`src/rtl/dst_fifo_if.sv`:
```
// Write/read handshake bundle for dst_fifo.
// DST_FIFO_STAT_EN adds the ovf_err/unf_err/hwm status signals.
interface dst_fifo_if
`ifdef DST_FIFO_STAT_EN
    #(parameter int unsigned DEPTH_LOG2 = 4)
`endif
    ;
    logic [63:0] m_dst;
    logic        m_dst_putn;
    logic        m_dst_last;
    logic        m_endn;
    logic        m_dst_full;
    logic        m_dst_almost_full;
    logic [63:0] rd_data;
    logic        rd_last;
    logic        rd_valid;
    logic        rd_ready;
    logic        job_done;
    logic [31:0] words_out;
`ifdef DST_FIFO_STAT_EN
    logic                ovf_err;
    logic                unf_err;
    logic [DEPTH_LOG2:0] hwm;

    modport master (
        output m_dst, m_dst_putn, m_dst_last, m_endn, rd_ready,
        input  m_dst_full, m_dst_almost_full, rd_data, rd_last, rd_valid,
               job_done, words_out, ovf_err, unf_err, hwm
    );
    modport slave (
        input  m_dst, m_dst_putn, m_dst_last, m_endn, rd_ready,
        output m_dst_full, m_dst_almost_full, rd_data, rd_last, rd_valid,
               job_done, words_out, ovf_err, unf_err, hwm
    );
`else
    modport master (
        output m_dst, m_dst_putn, m_dst_last, m_endn, rd_ready,
        input  m_dst_full, m_dst_almost_full, rd_data, rd_last, rd_valid,
               job_done, words_out
    );
    modport slave (
        input  m_dst, m_dst_putn, m_dst_last, m_endn, rd_ready,
        output m_dst_full, m_dst_almost_full, rd_data, rd_last, rd_valid,
               job_done, words_out
    );
`endif
endinterface

```
`src/rtl/dst_fifo.sv`:
```
// Destination buffer between the output packer and the DMA write engine, with job-end tracking.
// Optional DST_FIFO_STAT_EN adds sticky overflow/underflow flags and a high-water mark.
module dst_fifo #(
    parameter int unsigned DEPTH_LOG2   = 4,
    parameter int unsigned AFULL_MARGIN = 2
) (
    input logic         wb_clk_i,
    input logic         wb_rst_n,
    input logic         clr,
    dst_fifo_if.slave   bus
);
    localparam int unsigned DEPTH = 2 ** DEPTH_LOG2;
    localparam logic [DEPTH_LOG2:0] CNT_FULL  = (DEPTH_LOG2 + 1)'(DEPTH);
    localparam logic [DEPTH_LOG2:0] CNT_AFULL = (DEPTH_LOG2 + 1)'(DEPTH - AFULL_MARGIN);

    typedef enum logic {IDLE, PEND} end_state_t;

    logic [64:0]           mem [DEPTH];
    logic [DEPTH_LOG2-1:0] wptr;
    logic [DEPTH_LOG2-1:0] rptr;
    logic [DEPTH_LOG2:0]   count;
    logic [DEPTH_LOG2:0]   count_nxt;
    logic [31:0]           words_out;
    end_state_t            state;
    logic                  full;
    logic                  valid;
    logic                  wr_en;
    logic                  rd_en;
    logic                  drained;

    assign full    = (count == CNT_FULL);
    assign valid   = (count != '0);
    assign wr_en   = !bus.m_dst_putn && !full;
    assign rd_en   = valid && bus.rd_ready;
    // A put in the same cycle counts as outstanding data, so it blocks the drain.
    assign drained = (state == PEND) && (count == '0) && !wr_en;

    always_comb begin
        count_nxt = count + (DEPTH_LOG2 + 1)'(wr_en) - (DEPTH_LOG2 + 1)'(rd_en);
    end

    assign bus.m_dst_full        = full;
    assign bus.m_dst_almost_full = (count >= CNT_AFULL);
    assign bus.rd_valid          = valid;
    assign bus.rd_data           = mem[rptr][63:0];
    assign bus.rd_last           = valid && mem[rptr][64];
    assign bus.job_done          = drained && !clr;
    assign bus.words_out         = words_out;

    always_ff @(posedge wb_clk_i) begin
        if (wr_en && !clr) begin
            mem[wptr] <= {bus.m_dst_last, bus.m_dst};
        end
    end

    always_ff @(posedge wb_clk_i or negedge wb_rst_n) begin
        if (!wb_rst_n) begin
            wptr      <= '0;
            rptr      <= '0;
            count     <= '0;
            words_out <= '0;
            state     <= IDLE;
        end else if (clr) begin
            wptr      <= '0;
            rptr      <= '0;
            count     <= '0;
            words_out <= '0;
            state     <= IDLE;
        end else begin
            if (wr_en) wptr <= wptr + 1'b1;
            if (rd_en) begin
                rptr      <= rptr + 1'b1;
                words_out <= words_out + 32'd1;
            end
            count <= count_nxt;
            case (state)
                IDLE:    if (!bus.m_endn) state <= PEND;
                PEND:    if (drained) state <= IDLE;
                default: state <= IDLE;
            endcase
        end
    end

`ifdef DST_FIFO_STAT_EN
    logic                ovf_err;
    logic                unf_err;
    logic [DEPTH_LOG2:0] hwm;
    logic                last_rd;

    assign bus.ovf_err = ovf_err;
    assign bus.unf_err = unf_err;
    assign bus.hwm     = hwm;

    // last_rd marks that the pending job's final word has left; underflow is only an error before that.
    always_ff @(posedge wb_clk_i or negedge wb_rst_n) begin
        if (!wb_rst_n) begin
            ovf_err <= 1'b0;
            unf_err <= 1'b0;
            hwm     <= '0;
            last_rd <= 1'b0;
        end else if (clr) begin
            ovf_err <= 1'b0;
            unf_err <= 1'b0;
            hwm     <= '0;
            last_rd <= 1'b0;
        end else begin
            if (!bus.m_dst_putn && full) ovf_err <= 1'b1;
            if (bus.rd_ready && !valid && (state == PEND) && !last_rd) unf_err <= 1'b1;
            if (count_nxt > hwm) hwm <= count_nxt;
            if (drained) last_rd <= 1'b0;
            else if (rd_en && mem[rptr][64]) last_rd <= 1'b1;
        end
    end
`endif
endmodule

```
`src/flat_wrapper.sv`:
```
// flat-port wrapper written by rule: the top's interface ports become plain ports
module dst_fifo_flat 
#(
    parameter int unsigned DEPTH_LOG2   = 4,
    parameter int unsigned AFULL_MARGIN = 2
)
  (wb_clk_i, wb_rst_n, clr, bus_m_dst, bus_m_dst_putn, bus_m_dst_last, bus_m_endn, bus_rd_ready, bus_m_dst_full, bus_m_dst_almost_full, bus_rd_data, bus_rd_last, bus_rd_valid, bus_job_done, bus_words_out);
  dst_fifo_if bus_i ();
  input logic wb_clk_i;
  input logic wb_rst_n;
  input logic clr;
  input wire logic [$bits(bus_i.m_dst)-1:0] bus_m_dst;
  input wire logic [$bits(bus_i.m_dst_putn)-1:0] bus_m_dst_putn;
  input wire logic [$bits(bus_i.m_dst_last)-1:0] bus_m_dst_last;
  input wire logic [$bits(bus_i.m_endn)-1:0] bus_m_endn;
  input wire logic [$bits(bus_i.rd_ready)-1:0] bus_rd_ready;
  output wire logic [$bits(bus_i.m_dst_full)-1:0] bus_m_dst_full;
  output wire logic [$bits(bus_i.m_dst_almost_full)-1:0] bus_m_dst_almost_full;
  output wire logic [$bits(bus_i.rd_data)-1:0] bus_rd_data;
  output wire logic [$bits(bus_i.rd_last)-1:0] bus_rd_last;
  output wire logic [$bits(bus_i.rd_valid)-1:0] bus_rd_valid;
  output wire logic [$bits(bus_i.job_done)-1:0] bus_job_done;
  output wire logic [$bits(bus_i.words_out)-1:0] bus_words_out;
  assign bus_i.m_dst = bus_m_dst;
  assign bus_i.m_dst_putn = bus_m_dst_putn;
  assign bus_i.m_dst_last = bus_m_dst_last;
  assign bus_i.m_endn = bus_m_endn;
  assign bus_i.rd_ready = bus_rd_ready;
  assign bus_m_dst_full = bus_i.m_dst_full;
  assign bus_m_dst_almost_full = bus_i.m_dst_almost_full;
  assign bus_rd_data = bus_i.rd_data;
  assign bus_rd_last = bus_i.rd_last;
  assign bus_rd_valid = bus_i.rd_valid;
  assign bus_job_done = bus_i.job_done;
  assign bus_words_out = bus_i.words_out;
  dst_fifo #(.DEPTH_LOG2(DEPTH_LOG2), .AFULL_MARGIN(AFULL_MARGIN)) u_core (.wb_clk_i(wb_clk_i), .wb_rst_n(wb_rst_n), .clr(clr), .bus(bus_i));
endmodule
```
`config.mk`:
```
export PLATFORM = sky130hd
export DESIGN_NAME = dst_fifo_flat
export DESIGN_NICKNAME = d
export VERILOG_FILES = /design/src/rtl/dst_fifo_if.sv /design/src/rtl/dst_fifo.sv /design/src/flat_wrapper.sv
export SDC_FILE = /design/constraint.sdc
export NUM_CORES = 1
export LEC_CHECK = 0
export CORE_MARGIN = 5
export CORE_UTILIZATION = 40
export DETAILED_ROUTE_END_ITERATION = 16
export HOLD_SLACK_MARGIN = 0.12
export MAX_ROUTING_LAYER = met4
export SYNTH_ARGS = -nofsm -noshare
export SYNTH_HDL_FRONTEND = slang
export SYNTH_SLANG_ARGS = --single-unit
```
`constraint.sdc`:
```
create_clock -name wb_clk_i -period 8.9 [get_ports wb_clk_i]
set_input_delay 0.89 -clock wb_clk_i [delete_from_list [all_inputs] [get_ports wb_clk_i]]
set_output_delay 0.89 -clock wb_clk_i [all_outputs]
set_load 0.02 [all_outputs]
```
==> results of run 1 <==
-- Yosys cell counts, drive strengths merged, types with 2 or more instances --
cell type,number
edfxtp,1040
mux2i,260
mux4,130
a221oi,128
nand2,87
o21ai,70
a22oi,64
clkbuf,63
buf,60
dfrtp,46
nor2,40
a21oi,25
inv,17
ha,15
o31ai,15
or4,15
nand3,14
nand4,12
nor3,11
xor2,10
nor2b,8
xnor2,6
and3,5
and4,5
mux2,5
or3,4
nand2b,3
and2,2
nor3b,2
nor4,2
o221ai,2
or3b,2
-- power groups by stage --
stage	clock network, mW	registers, mW	logic, mW
2_1_floorplan	0	5.84	1.58
3_3_place_gp	0	5.89	2.28
3_5_place_dp	0	5.90	2.30
4_1_cts	4.51	5.80	2.31
5_1_grt	4.73	5.80	2.43
6_report	4.41	5.79	2.25
-- through the flow --
step	power, mW	area, um^2
after floorplan	7.420	42230
after global placement	8.173	45630
after detailed placement	8.202	45630
after CTS	12.61	49080
after global routing	12.96	49100
final	12.45	49100
-- logic make-up (layout without fill, tap and decap cells) --
group | Yosys count | count (layout) | share of synthesized area
flip-flops | 1086 | 1086 | 0.7667
multiplexers | 395 | 395 | 0.1323
AO/OA/AOI/OAI | 307 | 307 | 0.05280
AND/OR/NAND/NOR | 216 | 216 | 0.02566
buffers and inverters | 140 | 430 | 0.01428
adder cells (fa/ha/maj) | 16 | 16 | 0.004918
XOR/XNOR | 16 | 16 | 0.003318
other | 0 | 5 | 0
-- sequential cells by signal, summed over array words and instances, names as in the netlist --
| signal | count |
|---|---|
| u_core.mem | 1040 |
| u_core.bus.words_out | 32 |
| u_core.count | 5 |
| u_core.rptr | 4 |
| u_core.wptr | 4 |
| u_core.state | 1 |
-- area by class of cell --
| cell class | instances | area (um^2) | share of cell area |
|---|---|---|---|
| Multi-Input combinational cell | 950 | 9371 | 0.1909 |
| Antenna cell | 5 | 12.51 | 0.0002548 |
| Sequential cell | 1086 | 32390 | 0.6598 |
| Tap cell | 1391 | 1740 | 0.03545 |
| Inverter | 17 | 65.06 | 0.001325 |
| Clock buffer | 131 | 2853 | 0.05810 |
| Clock inverter | 70 | 601.8 | 0.01226 |
| Timing Repair Buffer | 212 | 2059 | 0.04195 |
-- worst min path at each step --
stage | from | to | cells past startpoint
floorplan | u_core.state | u_core.state | 2
global placement | u_core.state | u_core.state | 2
detailed placement | u_core.state | u_core.state | 2
CTS | wb_rst_n | u_core.bus.words_out[12] | 1
global route | wb_rst_n | u_core.bus.words_out[11] | 1
finish | wb_rst_n | u_core.bus.words_out[12] | 1
-- layer usage --
metal	vias up	routed length, um
met5	-	0
met4	0	1548
met3	120	4423
met2	516	49770
met1	11500	42670
li1	9438	-
==> run summary, run 1 <==
status = completed
Post-synth top flop = edfxtp_1
drt first-iter violations = 1654
CP max stage delay = 1.05 ns
worst path buffer plus inverter count = 3
syn nets = 2263
fin cells = 3862
crit path max-delay cell type = nor2b_4
Longest Clk Path Bufs = 3
Max Fclk = 0.1631 GHz
Port Buffers = 171
Mapped Area = 42230 um^2
Mean Syn Cell Area = 19.41 um^2
R2R cell count = 9
unrepaired setup endpoints after global routing = false
Layout area overhead = 16.26%
CP required = 8.01 ns
Clk pwr share = 0.354
Worst-path clk slew = 0.07 ns
Initial Utilization = 0.4018
placed wire-length estimate = 51810 um
Fin Hold WS = 0.4229 ns
Worst-Margin Slew = 1.148 ns
fraction of layout cells with a size suffix above 1 = 0.1452
H-tree depth = 3
Post-CTS Resized = 0
power per cell area = 253.7 nW/um^2
Tcrit/Tclk final = 0.6887
final wirelength = 98410 um
die width = 334.9 um
CP endpoint = bus_rd_data[38]
Gate power share = 0.181
CTS hold repair buffers = 0
worst reg2reg path endpoint = u_core.mem[10][1]
total grt overflow = 0
Critical Path Stages = 7
post-synthesis sequential area ratio = 0.7667
CTS buffer count = 109
Cell Int Power = 9.278 mW
first-pass GRT wire length = 146300 um
Lkg Pwr = 15.41 nW
most used routing layer = met2
worst r2r src = u_core.count[2]
DRT Pass-1 Iters = 5
GR Util All Layers = 0.1776
synthesized flop and latch total = 1086
Max Slew Vio Count = 0
crit-path max FO = 92
Routed WL per cell = 25.48 um
pre-CTS setup slack = 3.501 ns
Psw = 3.177 mW
reg2reg setup slack = 4.94 ns
cell family with most CP delay = buffers and inverters
Critical Path Source = u_core.rptr[2]
fill count = 8851
Final Setup Violations = 0
most frequent cells in the layout = 1040 x edfxtp_1, 260 x mux2i_1, 169 x clkdlybuf4s50_1, 130 x mux4_2, 128 x a221oi_1
Top-Level Pins = 172
Worst setup SP type = flip-flop
remaining antenna violation count = 0
largest cells by area after synthesis = edfxtp_1 74%, mux4_2 6.9%, mux2i_1 6.2%
routing usage on met1 = 0.2370
Setup Fix Bufs, Post-CTS = 0
clk_lat worst skew = 0.68 ns
CP Data Arrival Time = 5.24 ns
sequential power share = 0.465
Async S/R FF share, synth = 0.04236
die span in y = 334.9 um
pin count of the biggest net entering global routing = 142
Sw Share = 0.2551
Final nets = 2463
Synth cell types = 47
routed via count = 21570
peak supply drop = 0.0002140 V
initial antenna violation count = 5
max_slew headroom = 0.2349
setup_tns = 0 ns
Synth Instances = 2176
root buffer cell = clkbuf_16
CP cell instances = buf_4 > nor2b_4 > buf_12 > a221oi_1 > o21ai_0 > nand2_1 > clkdlybuf4s50_1
CP Class = flip-flop to primary output
Yosys top cell area share = 0.7395
Vias/cell = 5.585
vias in the first global route = 22270
PnR worst setup slack = 2.770 ns
Global Route met2 Usage = 0.2944
CP Capture Type = primary output
number of synthesized flops with an enable pin = 1040
met3 Use GR = 0.02485
core area = 105100 um^2
Yosys Warn Count = 0
FP Rows = 119
CTS tree = built
clock skew = 0.01602 ns
placed cell count = 3656
fin util = 0.4671
Hold Path Class = primary input to async pin
leading cell type in the layout, fill and taps excluded = edfxtp_1
Tmin final = 6.130 ns
final hold vios = 0
Die Area = 112200 um^2
CTS sink cnt = 1086
DR DRC count = 0
routability congestion estimate = 0.7413
max_cap viols = 0
Synth area leader = edfxtp_1
Note: power is estimated with default switching activity, not from simulation.
==> inputs of run 2 (changes only) <==
==> constraint.sdc (replaced) <==
create_clock -name wb_clk_i -period 6.4 [get_ports wb_clk_i]
set_input_delay 0.64 -clock wb_clk_i [delete_from_list [all_inputs] [get_ports wb_clk_i]]
set_output_delay 0.64 -clock wb_clk_i [all_outputs]
set_load 0.02 [all_outputs]
==> run 2 against run 1 <==
Compared with the run above:
- first-iteration DRC count up 9.6%
- worst setup slack worse by 1.3 ns
- via count down 0.56%
- power up 39%
- clock power up 39%
- flip-flop and latch count unchanged
- wire length up 1.4%
- die area unchanged
- global-route usage up 0.18 points
- count of clock-buffer cells in the layout down 3
- critical path depth down 1
==> run summary, run 2 (same netlist as run 1, synthesis figures left out) <==
Post-CTS Resized = 0
DR DRC count = 0
Tmin final = 4.970 ns
final hold vios = 0
CTS tree = built
Worst setup SP type = flip-flop
FP Rows = 119
initial antenna violation count = 11
Psw = 4.450 mW
GR Util All Layers = 0.1794
Lkg Pwr = 15.49 nW
final wirelength = 99740 um
Gate power share = 0.181
Largest regs = u_core.mem x1040, u_core.bus.words_out x32, u_core.count x5
most used routing layer = met2
Longest Clk Path Bufs = 3
unrepaired setup endpoints after global routing = false
first-pass GRT wire length = 146600 um
Layout area overhead = 16.74%
Worst-path clk slew = 0.06 ns
Vias/cell = 5.535
Fin Hold WS = 0.4067 ns
Largest Register = u_core.mem
Sw Share = 0.2562
crit-path max FO = 52
Worst-Margin Slew = 1.253 ns
Initial Utilization = 0.4018
Setup Fix Bufs, Post-CTS = 0
Global Route met2 Usage = 0.2985
Tcrit/Tclk final = 0.7766
fraction of layout cells with a size suffix above 1 = 0.1498
Final nets = 2470
pin count of the biggest net entering global routing = 74
Max Slew Vio Count = 0
max_slew headroom = 0.1626
die span in y = 334.9 um
drt first-iter violations = 1812
most frequent cells in the layout = 1040 x edfxtp_1, 260 x mux2i_1, 169 x clkdlybuf4s50_1, 130 x mux4_2, 128 x a221oi_1
die width = 334.9 um
routed via count = 21450
H-tree depth = 3
routing usage on met1 = 0.2350
setup_tns = 0 ns
max_cap viols = 0
Die Area = 112200 um^2
placed wire-length estimate = 51470 um
core area = 105100 um^2
met3 Use GR = 0.02878
status = completed
CTS sink cnt = 1086
Largest register FFs = 1040
Routed WL per cell = 25.74 um
Final Setup Violations = 0
peak supply drop = 0.0002654 V
power per cell area = 352.3 nW/um^2
sequential power share = 0.466
leading cell type in the layout, fill and taps excluded = edfxtp_1
clock skew = 0.02904 ns
CTS buffer count = 111
clk_lat worst skew = 0.67 ns
Port Buffers = 171
DRT Pass-1 Iters = 5
CP required = 5.76 ns
root buffer cell = clkbuf_16
CP Capture Type = primary output
routability congestion estimate = 0.7596
CTS hold repair buffers = 1
Top-Level Pins = 172
total grt overflow = 0
CP Data Arrival Time = 4.33 ns
Clk pwr share = 0.354
Max Fclk = 0.2012 GHz
vias in the first global route = 21940
CP Class = flip-flop to primary output
Hold Path Class = primary input to flip-flop
remaining antenna violation count = 0
Cell Int Power = 12.92 mW
[run 2: power groups by stage]
stage	clock [mW]	sequential, mW	combinational (mW)
global route	6.58	8.10	3.37
floorplan	0	8.12	2.19
finish	6.14	8.09	3.14
detailed placement	0	8.24	3.19
CTS	6.29	8.09	3.21
global placement	0	8.23	3.16
[run 2: final timing paths]
path / from / end / slack [ns] / depth (start not counted)
min in group asynchronous: wb_rst_n / u_core.state / 0.62 / 3
worst max-delay path: u_core.rptr[1] / bus_rd_last / 1.43 / 6
worst min register to register: u_core.state / u_core.state / 0.53 / 2
worst max register to register: u_core.count[2] / u_core.count[4] / 2.86 / 15
max in group asynchronous: wb_rst_n / u_core.rptr[2] / 5.31 / 3
worst min-delay path: clr / u_core.rptr[0] / 0.41 / 2
[run 2: metal layers]
layer / vias to the layer above / part of all wire
met5: - / 0
met4: 0 / 0.019
met3: 149 / 0.051
met2: 559 / 0.50
met1: 11280 / 0.43
li1: 9464 / -
[run 2: per-stage QoR]
stage | util | power, mW | cells | instance area, um^2 | setup WS [ns]
floorplan | - | 10.32 | 2176 | 42240 | 0.02376
global placement | 0.4356 | 11.39 | 3660 | 45790 | 2.122
detailed placement | 0.4356 | 11.43 | 3660 | 45790 | 2.170
CTS | 0.4688 | 17.59 | 3867 | 49280 | 1.448
global route | 0.4690 | 18.06 | 3875 | 49300 | 1.253
finish | 0.4690 | 17.37 | 3875 | 49300 | 1.430
[run 2: area by class of cell]
type	instances	area, um^2
antenna	8	20.02
tap	1391	1740
clock inverter	78	638.1
clock buffer	128	2841
timing repair buffer	217	2225
inverter	17	63.81
fill	8780	55820
multi-input combinational	950	9380
sequential	1086	32390
[run 2: critical path: stages, from the launching register on]
cell and delay (ns):
dfrtp_4 0.82, buf_4 0.78, nand2_1 0.16, o221ai_1 0.25, a21boi_0 0.15, nor3_1 0.68, clkdlybuf4s50_1 0.76
